## src/rtl/gpr_wport_arb_pkg.sv

```systemverilog
// Shared definitions for the GPR write-port arbiter: FSM state encodings,
// the hard-wired zero register and the queue entry layout.
package gpr_wport_arb_pkg;

    localparam int A3_W = 5;
    localparam int WD_W = 32;

    localparam logic [A3_W-1:0] REG_ZERO = 5'd0;

    typedef enum logic [1:0] {
        S_IDLE  = 2'd0,
        S_PEND  = 2'd1,
        S_FORCE = 2'd2
    } arb_state_e;

    // Payload of one queued MDU result; the live bit is kept per entry beside it
    typedef struct packed {
        logic [A3_W-1:0] a3;
        logic [WD_W-1:0] wd;
    } wq_data_t;

endpackage

```

## src/rtl/gpr_wport_arb_wq.sv

```systemverilog
// MDU result queue for the GPR write-port arbiter.
// DEPTH-entry FIFO where every entry carries a live bit. A kill port clears the
// live bit of every entry whose destination matches; dead entries still occupy
// their slot until popped. Two query ports report hits on live entries only.
module gpr_wport_arb_wq
    import gpr_wport_arb_pkg::*;
#(
    parameter int DEPTH = 2
) (
    input  logic            clk,
    input  logic            srst,
    input  logic            i_push,
    input  logic [A3_W-1:0] i_push_a3,
    input  logic [WD_W-1:0] i_push_wd,
    input  logic            i_pop,
    input  logic            i_kill_en,
    input  logic [A3_W-1:0] i_kill_a3,
    input  logic [A3_W-1:0] i_q_a1,
    input  logic [A3_W-1:0] i_q_a2,
    output logic            o_hit1,
    output logic            o_hit2,
    output logic            o_head_live,
    output logic [A3_W-1:0] o_head_a3,
    output logic [WD_W-1:0] o_head_wd,
    output logic            o_last,
    output logic            o_full,
    output logic            o_empty
);

    localparam int PTR_W = $clog2(DEPTH);
    localparam int CNT_W = PTR_W + 1;

    logic [PTR_W-1:0] r_wr_ptr;
    logic [PTR_W-1:0] r_rd_ptr;
    logic [CNT_W-1:0] r_count;
    logic [DEPTH-1:0] w_live;
    logic [DEPTH-1:0] w_hit1_vec;
    logic [DEPTH-1:0] w_hit2_vec;
    wq_data_t         r_data [DEPTH];

    genvar gi;
    generate
        for (gi = 0; gi < DEPTH; gi++) begin : g_entry
            logic r_live_e;
            logic w_push_here;
            logic w_pop_here;
            logic w_kill_here;

            assign w_push_here = i_push && (r_wr_ptr == PTR_W'(gi));
            assign w_pop_here  = i_pop  && (r_rd_ptr == PTR_W'(gi));
            assign w_kill_here = i_kill_en && (r_data[gi].a3 == i_kill_a3);

            // Live bit: set by a push to a non-zero register (a same-cycle kill
            // targets older entries only), cleared by pop or by a younger WB write
            always_ff @(posedge clk) begin
                if (srst) begin
                    r_live_e <= 1'b0;
                end else if (w_push_here) begin
                    r_live_e <= (i_push_a3 != REG_ZERO);
                end else if (w_pop_here || w_kill_here) begin
                    r_live_e <= 1'b0;
                end
            end

            assign w_live[gi]     = r_live_e;
            assign w_hit1_vec[gi] = r_live_e && (r_data[gi].a3 == i_q_a1);
            assign w_hit2_vec[gi] = r_live_e && (r_data[gi].a3 == i_q_a2);
        end
    endgenerate

    // Payload storage, written at the tail on every accepted push
    always_ff @(posedge clk) begin
        if (i_push) begin
            r_data[r_wr_ptr] <= '{a3: i_push_a3, wd: i_push_wd};
        end
    end

    // Pointers wrap naturally because DEPTH is a power of two
    always_ff @(posedge clk) begin
        if (srst) begin
            r_wr_ptr <= '0;
            r_rd_ptr <= '0;
            r_count  <= '0;
        end else begin
            if (i_push) begin
                r_wr_ptr <= r_wr_ptr + PTR_W'(1);
            end
            if (i_pop) begin
                r_rd_ptr <= r_rd_ptr + PTR_W'(1);
            end
            if (i_push && !i_pop) begin
                r_count <= r_count + CNT_W'(1);
            end else if (i_pop && !i_push) begin
                r_count <= r_count - CNT_W'(1);
            end
        end
    end

    assign o_head_live = w_live[r_rd_ptr];
    assign o_head_a3   = r_data[r_rd_ptr].a3;
    assign o_head_wd   = r_data[r_rd_ptr].wd;
    assign o_hit1      = (i_q_a1 != REG_ZERO) && (|w_hit1_vec);
    assign o_hit2      = (i_q_a2 != REG_ZERO) && (|w_hit2_vec);
    assign o_last      = (r_count == CNT_W'(1));
    assign o_full      = (r_count == CNT_W'(DEPTH));
    assign o_empty     = (r_count == CNT_W'(0));

endmodule

```

## src/rtl/gpr_wport_arb.sv

```systemverilog
// Arbiter for the single GPR write port, shared by pipeline writeback (WB) and
// the multi-cycle mult/div unit (MDU). WB always wins with zero latency; MDU
// results wait in a small queue and drain into WB-idle cycles.
// Optional starvation guard: define GPR_ARB_STARVE_EN to build the age counter
// and the S_FORCE state that requests a pipeline bubble for an old head.
module gpr_wport_arb
    import gpr_wport_arb_pkg::*;
#(
    parameter int DEPTH        = 2,
    parameter int STARVE_LIMIT = 8
) (
    input  logic            Clk,
    input  logic            Reset,
    input  logic            WB_WE,
    input  logic [A3_W-1:0] WB_A3,
    input  logic [WD_W-1:0] WB_WD,
    input  logic            MD_Valid,
    input  logic [A3_W-1:0] MD_A3,
    input  logic [WD_W-1:0] MD_WD,
    output logic            MD_Ready,
    input  logic [A3_W-1:0] Q_A1,
    input  logic [A3_W-1:0] Q_A2,
    output logic            Q_Hit1,
    output logic            Q_Hit2,
    output logic            Stall_Req,
    output logic            GPR_WE,
    output logic [A3_W-1:0] GPR_A3,
    output logic [WD_W-1:0] GPR_WD,
    output logic            Full,
    output logic            Empty
);

    logic            w_wb_go;
    logic            w_push;
    logic            w_pop;
    logic            w_drain;
    logic            w_empty_next;
    logic            w_head_live;
    logic [A3_W-1:0] w_head_a3;
    logic [WD_W-1:0] w_head_wd;
    logic            w_hit1;
    logic            w_hit2;
    logic            w_last;
    logic            w_full;
    logic            w_empty;

    arb_state_e      r_state;

    // A WB request to $0 is treated as an idle cycle so the queue can drain
    assign w_wb_go = WB_WE && (WB_A3 != REG_ZERO);

    // Acceptance depends on registered occupancy only; no push-through when full
    assign MD_Ready = !w_full && !Reset;
    assign w_push   = MD_Valid && MD_Ready;

    // Head writes only in a WB-free cycle; a dead head leaves without using the port
    assign w_drain      = !Reset && w_head_live && !w_wb_go;
    assign w_pop        = !Reset && !w_empty && (!w_head_live || !w_wb_go);
    assign w_empty_next = w_pop && !w_push && w_last;

    gpr_wport_arb_wq #(
        .DEPTH (DEPTH)
    ) u_wq (
        .clk         (Clk),
        .srst        (Reset),
        .i_push      (w_push),
        .i_push_a3   (MD_A3),
        .i_push_wd   (MD_WD),
        .i_pop       (w_pop),
        .i_kill_en   (w_wb_go && !Reset),
        .i_kill_a3   (WB_A3),
        .i_q_a1      (Q_A1),
        .i_q_a2      (Q_A2),
        .o_hit1      (w_hit1),
        .o_hit2      (w_hit2),
        .o_head_live (w_head_live),
        .o_head_a3   (w_head_a3),
        .o_head_wd   (w_head_wd),
        .o_last      (w_last),
        .o_full      (w_full),
        .o_empty     (w_empty)
    );

    // Zero-latency grant mux driving the register-file write port
    always_comb begin
        GPR_WE = 1'b0;
        GPR_A3 = REG_ZERO;
        GPR_WD = '0;
        if (!Reset && w_wb_go) begin
            GPR_WE = 1'b1;
            GPR_A3 = WB_A3;
            GPR_WD = WB_WD;
        end else if (w_drain) begin
            GPR_WE = 1'b1;
            GPR_A3 = w_head_a3;
            GPR_WD = w_head_wd;
        end
    end

    assign Q_Hit1 = w_hit1 && !Reset;
    assign Q_Hit2 = w_hit2 && !Reset;
    assign Full   = w_full;
    assign Empty  = w_empty;

`ifdef GPR_ARB_STARVE_EN
    localparam int AGE_W = $clog2(STARVE_LIMIT + 1);

    logic [AGE_W-1:0] r_age;
    logic [AGE_W-1:0] w_age_inc;
    logic             r_stall;

    assign w_age_inc = (r_age == '1) ? r_age : (r_age + AGE_W'(1));
    assign Stall_Req = r_stall && !Reset;

    // Queue-state FSM with head age tracking and registered bubble request
    always_ff @(posedge Clk) begin
        if (Reset) begin
            r_state <= S_IDLE;
            r_age   <= '0;
            r_stall <= 1'b0;
        end else begin
            case (r_state)
                S_IDLE: begin
                    if (w_push) begin
                        r_state <= S_PEND;
                        r_age   <= '0;
                    end
                end
                S_PEND: begin
                    if (w_pop) begin
                        r_age <= '0;
                        if (w_empty_next) begin
                            r_state <= S_IDLE;
                        end
                    end else begin
                        r_age <= w_age_inc;
                        if (w_age_inc == AGE_W'(STARVE_LIMIT - 1)) begin
                            r_state <= S_FORCE;
                            r_stall <= 1'b1;
                        end
                    end
                end
                S_FORCE: begin
                    // A WB write here still wins; only the head leaving ends the bubble request
                    if (w_pop) begin
                        r_age   <= '0;
                        r_stall <= 1'b0;
                        r_state <= w_empty_next ? S_IDLE : S_PEND;
                    end
                end
                default: begin
                    r_state <= S_IDLE;
                    r_age   <= '0;
                    r_stall <= 1'b0;
                end
            endcase
        end
    end
`else
    assign Stall_Req = 1'b0;

    // The starvation limit only matters when the guard is built in
    generate
        if (STARVE_LIMIT < 1) begin : g_limit_unused
        end
    endgenerate

    // Queue-state FSM: tracks whether any entry is pending
    always_ff @(posedge Clk) begin
        if (Reset) begin
            r_state <= S_IDLE;
        end else begin
            case (r_state)
                S_IDLE: begin
                    if (w_push) begin
                        r_state <= S_PEND;
                    end
                end
                S_PEND: begin
                    if (w_empty_next) begin
                        r_state <= S_IDLE;
                    end
                end
                default: begin
                    r_state <= S_IDLE;
                end
            endcase
        end
    end
`endif

endmodule
```

## config.mk

```make
export PLATFORM = sky130hd
export DESIGN_NAME = gpr_wport_arb
export DESIGN_NICKNAME = d
export VERILOG_FILES = /design/src/rtl/gpr_wport_arb_pkg.sv /design/src/rtl/gpr_wport_arb_wq.sv /design/src/rtl/gpr_wport_arb.sv
export SDC_FILE = /design/constraint.sdc
export NUM_CORES = 1
export LEC_CHECK = 0
export ABC_AREA = 1
export ABC_CLOCK_PERIOD_IN_PS = 2150
export BUFFER_PORTS_ARGS = -buffer_cell sky130_fd_sc_hd__buf_2
export CELL_PAD_IN_SITES_DETAIL_PLACEMENT = 0
export CELL_PAD_IN_SITES_GLOBAL_PLACEMENT = 1
export CORE_ASPECT_RATIO = 0.5
export CORE_MARGIN = 3
export CORE_UTILIZATION = 38
export CTS_CLUSTER_DIAMETER = 80
export DETAILED_ROUTE_END_ITERATION = 7
export PLACE_DENSITY_LB_ADDON = 0.3
export REMOVE_ABC_BUFFERS = 1
export SLEW_MARGIN = 20
export SYNTH_ARGS = -nofsm -noshare
export SYNTH_HDL_FRONTEND = slang
export SYNTH_SLANG_ARGS = --single-unit
```

## constraint.sdc

```tcl
create_clock -name Clk -period 2.15 [get_ports Clk]
set_clock_uncertainty 0.1 [all_clocks]
set_input_delay 0.215 -clock Clk [delete_from_list [all_inputs] [get_ports Clk]]
set_output_delay 0.215 -clock Clk [all_outputs]
set_load 0.1 [all_outputs]
```

=== Word level (Yosys, flattened, before mapping) ===
Memory sizes are Yosys's and may differ from the RTL's. A register that Yosys moved wholly into a read port is not among the register bits.
Cells that the tools add are included.

* Equality and inequality tests: 7
* Magnitude comparators: 1
* Add/sub/neg operators: 4
* Bitwise gates (word level): 2
* Multiplexer cells: 18
* Reductions and logical operators: 44

{| class="wikitable"
|+ Operators with widths
! cell !! number
|-
| two-way mux 32 bit || 2
|-
| equality test 5 bit || 6
|-
| logical AND 1 bit || 24
|-
| nonzero test 5 bit || 4
|-
| two-way mux 1 bit || 12
|-
| two-way mux 5 bit || 2
|-
| logical NOT 1 bit || 7
|-
| nonzero test 2 bit || 3
|-
| two-way mux 2 bit || 2
|-
| OR reduction 2 bit || 2
|-
| logical OR 1 bit || 3
|-
| adder 1 bit, second input constant || 2
|-
| adder 2 x 1 -> 2 bit, second input constant || 1
|-
| equality test 2 bit, second input constant || 1
|-
| logical NOT 2 bit || 1
|-
| < comparator 1 x 2 -> 1 bit, second input constant || 1
|-
| NOT 1 bit || 2
|-
| subtractor 2 x 1 -> 2 bit, second input constant || 1
|}

* Bits of input ports: 88
* Flip-flop bits (word level): 6
* RAM bits: 74
* Memories kept: 1
* Logic and storage cells: 82
* Output and inout port bits: 44

{| class="wikitable"
|+ Memory list
! memory !! depth !! bits a word !! read ports !! clocked after Yosys merged registers in !! wr ports !! RTL line !! text
|-
| u_wq.r_data || 2 || 37 || 3 || 1 || 1 || gpr_wport_arb_wq.sv:39 || <nowiki>wq_data_t r_data [DEPTH];</nowiki>
|}

=== Depth between registers and ports, before layout ===
* Word-level depth: 9
* Mapped depth: 11
* Depth with buffers taken out: 11

=== Hierarchy ===
From an unflattened synthesis, not the netlist that was laid out.

* Cells, all modules: 446
* Area total of the unflattened synthesis: 4519.3 um2

{| class="wikitable"
|+ Modules (own cells, without submodules)
! module !! area each (um2) !! times used !! seq. area each (um2) !! cells an instance
|-
| gpr_wport_arb_wq || 3677.3 || 1 || 2362.3 || 294
|-
| gpr_wport_arb || 842.1 || 1 || 0.0 || 152
|}

=== Worst setup path after synthesis ===
Ideal clock, no wire load.

* Kind: register to register
* Start: register u_wq.r_count[0]
* End: register u_wq.r_count[1]
* Data required time: 1.928 ns
* Library setup time: 0.122 ns
* Path slack: -1.249 ns
* Stages on the path, launching flop included: 12
* Buffers on the path: 0
* Arrival time: 3.177 ns
* Period minus slack after synthesis: 3.399 ns
* Cells stage by stage: dfxtp_1 > inv_1 > nand2_1 > inv_1 > nor2_1 > nand2_1 > inv_1 > ha_1 > a21oi_1 > o21ai_0 > o21ai_0 > a21oi_1

* Longest elaborated chain between the ends: 7
* Elaborated cells on any way between the ends: 17
* Classes of those cells: add/sub (2); eq/ne (1); mux (2); reduce/logical (12)

{| class="wikitable"
|+ Ends and longest elaborated chain
! element !! RTL line !! text
|-
| start, declared || gpr_wport_arb_wq.sv:35 || <nowiki>logic [CNT_W-1:0] r_count;</nowiki>
|-
| start signal, assigned || gpr_wport_arb_wq.sv:92 || <nowiki>r_count <= r_count + CNT_W'(1);</nowiki>
|-
| start signal, assigned || gpr_wport_arb_wq.sv:94 || <nowiki>r_count <= r_count - CNT_W'(1);</nowiki>
|-
| equality test 2 bit (*) || gpr_wport_arb_wq.sv:105 || <nowiki>assign o_full = (r_count == CNT_W'(DEPTH));</nowiki>
|-
| via Full || gpr_wport_arb.sv:29 || <nowiki>output logic Full,</nowiki>
|-
| logical NOT 1 bit (*) || gpr_wport_arb.sv:53 || <nowiki>assign MD_Ready = !w_full && !Reset;</nowiki>
|-
| logical AND 1 bit (*) || gpr_wport_arb.sv:53 ||
|-
| via MD_Ready || gpr_wport_arb.sv:20 || <nowiki>output logic MD_Ready,</nowiki>
|-
| logical AND 1 bit (*) || gpr_wport_arb.sv:54 || <nowiki>assign w_push = MD_Valid && MD_Ready;</nowiki>
|-
| via u_wq.i_push || gpr_wport_arb_wq.sv:12 || <nowiki>input logic i_push,</nowiki>
|-
| logical NOT 1 bit || gpr_wport_arb_wq.sv:93 || <nowiki>end else if (i_pop && !i_push) begin</nowiki>
|-
| logical AND 1 bit || gpr_wport_arb_wq.sv:93 ||
|-
| nonzero test 2 bit (no source line) || - ||
|}

Mark *: on every way through the listed nets, which the timed path passes. The rest lies on a longest branch. The select of a mux whose other input is x is not followed.
A chain may end at the register's enable or synchronous reset.

=== Final worst setup path ===
* Start: register u_wq.r_rd_ptr
* End: output GPR_WD[29]

* Longest elaborated chain between the ends: 6

{| class="wikitable"
|+ Ends and longest elaborated chain
! element !! RTL line !! text
|-
| start, declared || gpr_wport_arb_wq.sv:34 || <nowiki>logic [PTR_W-1:0] r_rd_ptr;</nowiki>
|-
| start signal, assigned || gpr_wport_arb_wq.sv:89 || <nowiki>r_rd_ptr <= r_rd_ptr + PTR_W'(1);</nowiki>
|-
| two-way mux 1 bit (not written as such) (2 in a row) || gpr_wport_arb_wq.sv:99 || <nowiki>assign o_head_live = w_live[r_rd_ptr];</nowiki>
|-
| logical AND 1 bit (2 in a row) || gpr_wport_arb.sv:57 || <nowiki>assign w_drain = !Reset && w_head_live && !w_wb_go;</nowiki>
|-
| two-way mux 32 bit || gpr_wport_arb.sv:93 || <nowiki>end else if (w_drain) begin</nowiki>
|-
| two-way mux 32 bit || gpr_wport_arb.sv:89 || <nowiki>if (!Reset && w_wb_go) begin</nowiki>
|-
| end, declared || gpr_wport_arb.sv:28 || <nowiki>output logic [WD_W-1:0] GPR_WD,</nowiki>
|}

Every way passes these cells. The select of a mux whose other input is x is not followed.

==> results.py <==
metrics = {
    "status": {
        "status": "finished, violations left",
        "violations": "negative setup slack",
    },
    "worst_setup_path": {
        "cp.depth": 9,
        "startpoint": "u_wq.r_rd_ptr$_SDFFE_PP0P_",
        "cp_common_cell": "or2_1",
        "crit_buf_inv": 3,
        "crit_family": "simple AND/OR/NAND/NOR gates",
        "timing.rr.start": "u_wq.r_rd_ptr$_SDFFE_PP0P_",
        "cp-end-kind": "primary output",
        "critPathRequiredTime_ns": 1.84,
        "cp_slowest_stage_delay_ns": 0.35,
        "crit_fanout": 8,
        "reg2reg_depth": 8,
        "path_class": "flop to primary output",
        "cp_slowest_cell": "dfxtp_2",
        "r2r_slack_ns": 0.38,
        "start_kind": "flop",
        "cp_cell_sequence": "or2_1 -> o21ai_1 -> or2_1 -> a21oi_4 -> buf_6 -> clkbuf_16 -> nand2_1 -> nand2_2 -> buf_12",
        "arrival_ns": 1.94,
        "r2r-end": "u_wq.r_count[1]$_SDFFE_PP0P_",
        "crit_path_end": "GPR_WD[29]",
    },
    "sta": {
        "post-route-worst-setup-slack_ns": -0.110,
        "holdWs_ns": 0.0618,
        "hold_viol": 0,
        "setup_viol": 35,
        "period_minus_slack_ns": 2.26,
        "maxSlewViolCount": 0,
        "finalSetupTns_ns": -3.01,
        "fin_crit_sh_pct": 105,
        "max_freq_ghz": 0.443,
        "rsz0062_at_grt": "true",
    },
    "routing": {
        "drt_pass1_iterations": 4,
        "wl_per_cell_um": 14.9,
        "drc_errors": 0,
        "vias_per_cell": 4.78,
        "first_iter_violations": 124,
        "vias": 3450,
        "postRouteWirelength_mm": 10.8,
        "postRouteAntennaNets": 0,
    },
    "synth": {
        "syn_area_um2": 4010,
        "synth_top_area_cell": "edfxtp_1",
        "ys_seq_area_share_pct": 59.0,
        "yosys.cell_types.count": 26,
        "synthDominantCellAreaShare_pct": 55.5,
        "syn_inst": 400,
        "syn_area_per_cell_um2": 10.0,
        "ys_ff_latch": 81,
        "yosys-top-cells-area": "edfxtp_1 (55%), nand2_1 (14%), mux2_2 (9.0%)",
        "yosys_warnings": 0,
    },
    "pwr": {
        "vdd_drop_max_mv": 0.449,
        "p_leak_nw": 2.91,
        "powerDensity_nw_per_um2": 784,
    },
    "floorplan": {
        "ioPinCount": 132,
        "die_area_um2": 11900,
        "dieWidth_um": 151,
        "die_h_um": 78.6,
        "initial_core_util_pct": 40.6,
        "rows": 25,
        "core_region_area_um2": 9850,
    },
    "clock_network": {
        "clockRootBuffer": "clkbuf_16",
        "clock_sinks": 81,
        "cts.htree.levels": 3,
        "clockBufferDepth": 2,
        "cts_tree": "done",
        "clk_latency_ns": 0.33,
        "cts_buffers": 9,
        "path_clk_slew_ns": 0.06,
    },
    "global_routing": {
        "track_usage_pct": 18.4,
        "grt_pass1_wl_mm": 16.8,
        "antenna_found_initial": 0,
        "grt_max_degree": 39,
        "grt_pass1_vias": 3532,
        "grt-ovfl-total": 0,
    },
    "placed_design": {
        "dp.cells": 660,
        "portBuffers": 130,
        "place_congestion": 0.871,
        "hpwl_mm": 6.97,
    },
    "final_layout": {
        "area_delta_synth_final_pct": 66.5,
        "final_common_cell": "buf_2",
        "diodes": 0,
        "drive_gt1_share_pct": 45.5,
        "nNetsFinal": 673,
        "final_cell_mix": "buf_2 (90), nand2_1 (86), edfxtp_1 (74)",
        "final_cells": 722,
    },
    "hold_path": {
        "worstHoldPathType": "input port to flop",
    },
    "run": {
        "max-cap-violations": 0,
    },
}
==> cells in the mapped netlist <==
| cell | n |
|---|---|
| a21oi_1 | 13 |
| a21oi_4 | 1 |
| buf_2 | 4 |
| buf_4 | 1 |
| buf_6 | 3 |
| clkbuf_1 | 5 |
| conb_1 | 1 |
| dfxtp_1 | 7 |
| edfxtp_1 | 74 |
| ha_1 | 3 |
| inv_1 | 35 |
| mux2_2 | 32 |
| nand2_1 | 147 |
| nand3_1 | 6 |
| nand3b_1 | 2 |
| nand4_1 | 5 |
| nor2_1 | 20 |
| nor2_2 | 1 |
| nor3_1 | 2 |
| o21ai_0 | 18 |
| o21ai_1 | 1 |
| o22ai_1 | 10 |
| o31ai_1 | 2 |
| or2_1 | 2 |
| xnor2_1 | 2 |
| xor2_1 | 3 |
==> sequential cells by signal, indices dropped and copies added, names as in the netlist, named ones only <==
register	flops
u_wq.r_rd_ptr	1
u_wq.r_data	74
u_wq.r_wr_ptr	1
u_wq.r_count	2
u_wq.g_entry.r_live_e	2
==> report_power, final <==
part	total [mW]	leakage, nW	switching (mW)	internal [mW]
clock network	1.41	0.130	0.614	0.791
registers	1.89	0.737	0.0526	1.84
logic	1.93	2.05	1.20	0.727
total	5.23	2.91	1.87	3.36
==> worst reg2reg max path, stage by stage (launching register included) <==
cell     delay [ns]
dfxtp_2        0.33
or2_1          0.22
o21ai_1        0.09
o21ai_0        0.13
ha_1           0.34
a21oi_1        0.12
o21ai_0        0.12
o21ai_0        0.16
a21oi_1        0.05
==> repair_timing <==
item                                    CTS  global route
hold endpoints to repair                 73             0
buffers inserted                          5             2
hold buffers                             37             0
endpoints found under the setup margin   37            39
gates resized for setup                  76            55
cloned                                    2             1
pin swaps                                13            37
==> cell type report <==
| type | count | area [um2] |
|---|---|---|
| Clock inverter | 7 | 53.8 |
| Fill cell | 755 | 3180 |
| Multi-Input combinational cell | 271 | 1840 |
| Sequential cell | 81 | 2370 |
| Inverter | 35 | 131 |
| Clock buffer | 9 | 225 |
| Tap cell | 135 | 169 |
| Timing Repair Buffer | 184 | 1880 |
==> cell families (layout without fill, tap and decap cells) <==
kind of cell    count (synthesis)  count (layout)  synth area share [%]
compound gates                 45              45                  6.34
other cells                     1               1                0.0936
buf+inv                        48             235                  5.28
simple gates                  185             185                  18.3
fa+ha+maj                       3               3                 0.937
mux                            32              32                  9.00
flops                          81              81                  59.0
xor+xnor                        5               5                  1.09
==> per-stage QoR <==
stage | utilization [%] | cell area [um2] | worst slack [ns] | total power, mW
global placement | 55.4 | 5460 | 0.181 | 3.58
CTS | 65.4 | 6450 | -0.115 | 5.18
floorplan | - | 3930 | -1.72 | 3.00
detailed placement | 55.4 | 5460 | 0.188 | 3.58
global route | 67.7 | 6670 | -0.217 | 5.45
finish | 67.7 | 6670 | -0.110 | 5.23
==> how the worst min path moves through the flow <==
stage,start,to,slack (ns),depth (start not counted)
2_1_floorplan,Reset,u_wq.g_entry[0].r_live_e$_SDFFE_PP0P_,0.18,1
3_3_place_gp,MD_WD[0],u_wq.r_data[0][0]$_DFFE_PP_,0.30,1
3_5_place_dp,MD_WD[21],u_wq.r_data[1][21]$_DFFE_PP_,0.31,1
4_1_cts,MD_Valid,u_wq.r_wr_ptr$_SDFFE_PP0P_,0.06,3
5_1_grt,Reset,u_wq.g_entry[1].r_live_e$_SDFFE_PP0P_,0.07,2
6_report,Reset,u_wq.g_entry[1].r_live_e$_SDFFE_PP0P_,0.06,2
==> layer usage <==
metal	track usage, %	routed length, um
met3	5.31	689
met5	0	0
met4	6.06	153
met1	22.2	4510
met2	31.5	5440
Note: power is estimated with default switching activity, not from simulation.
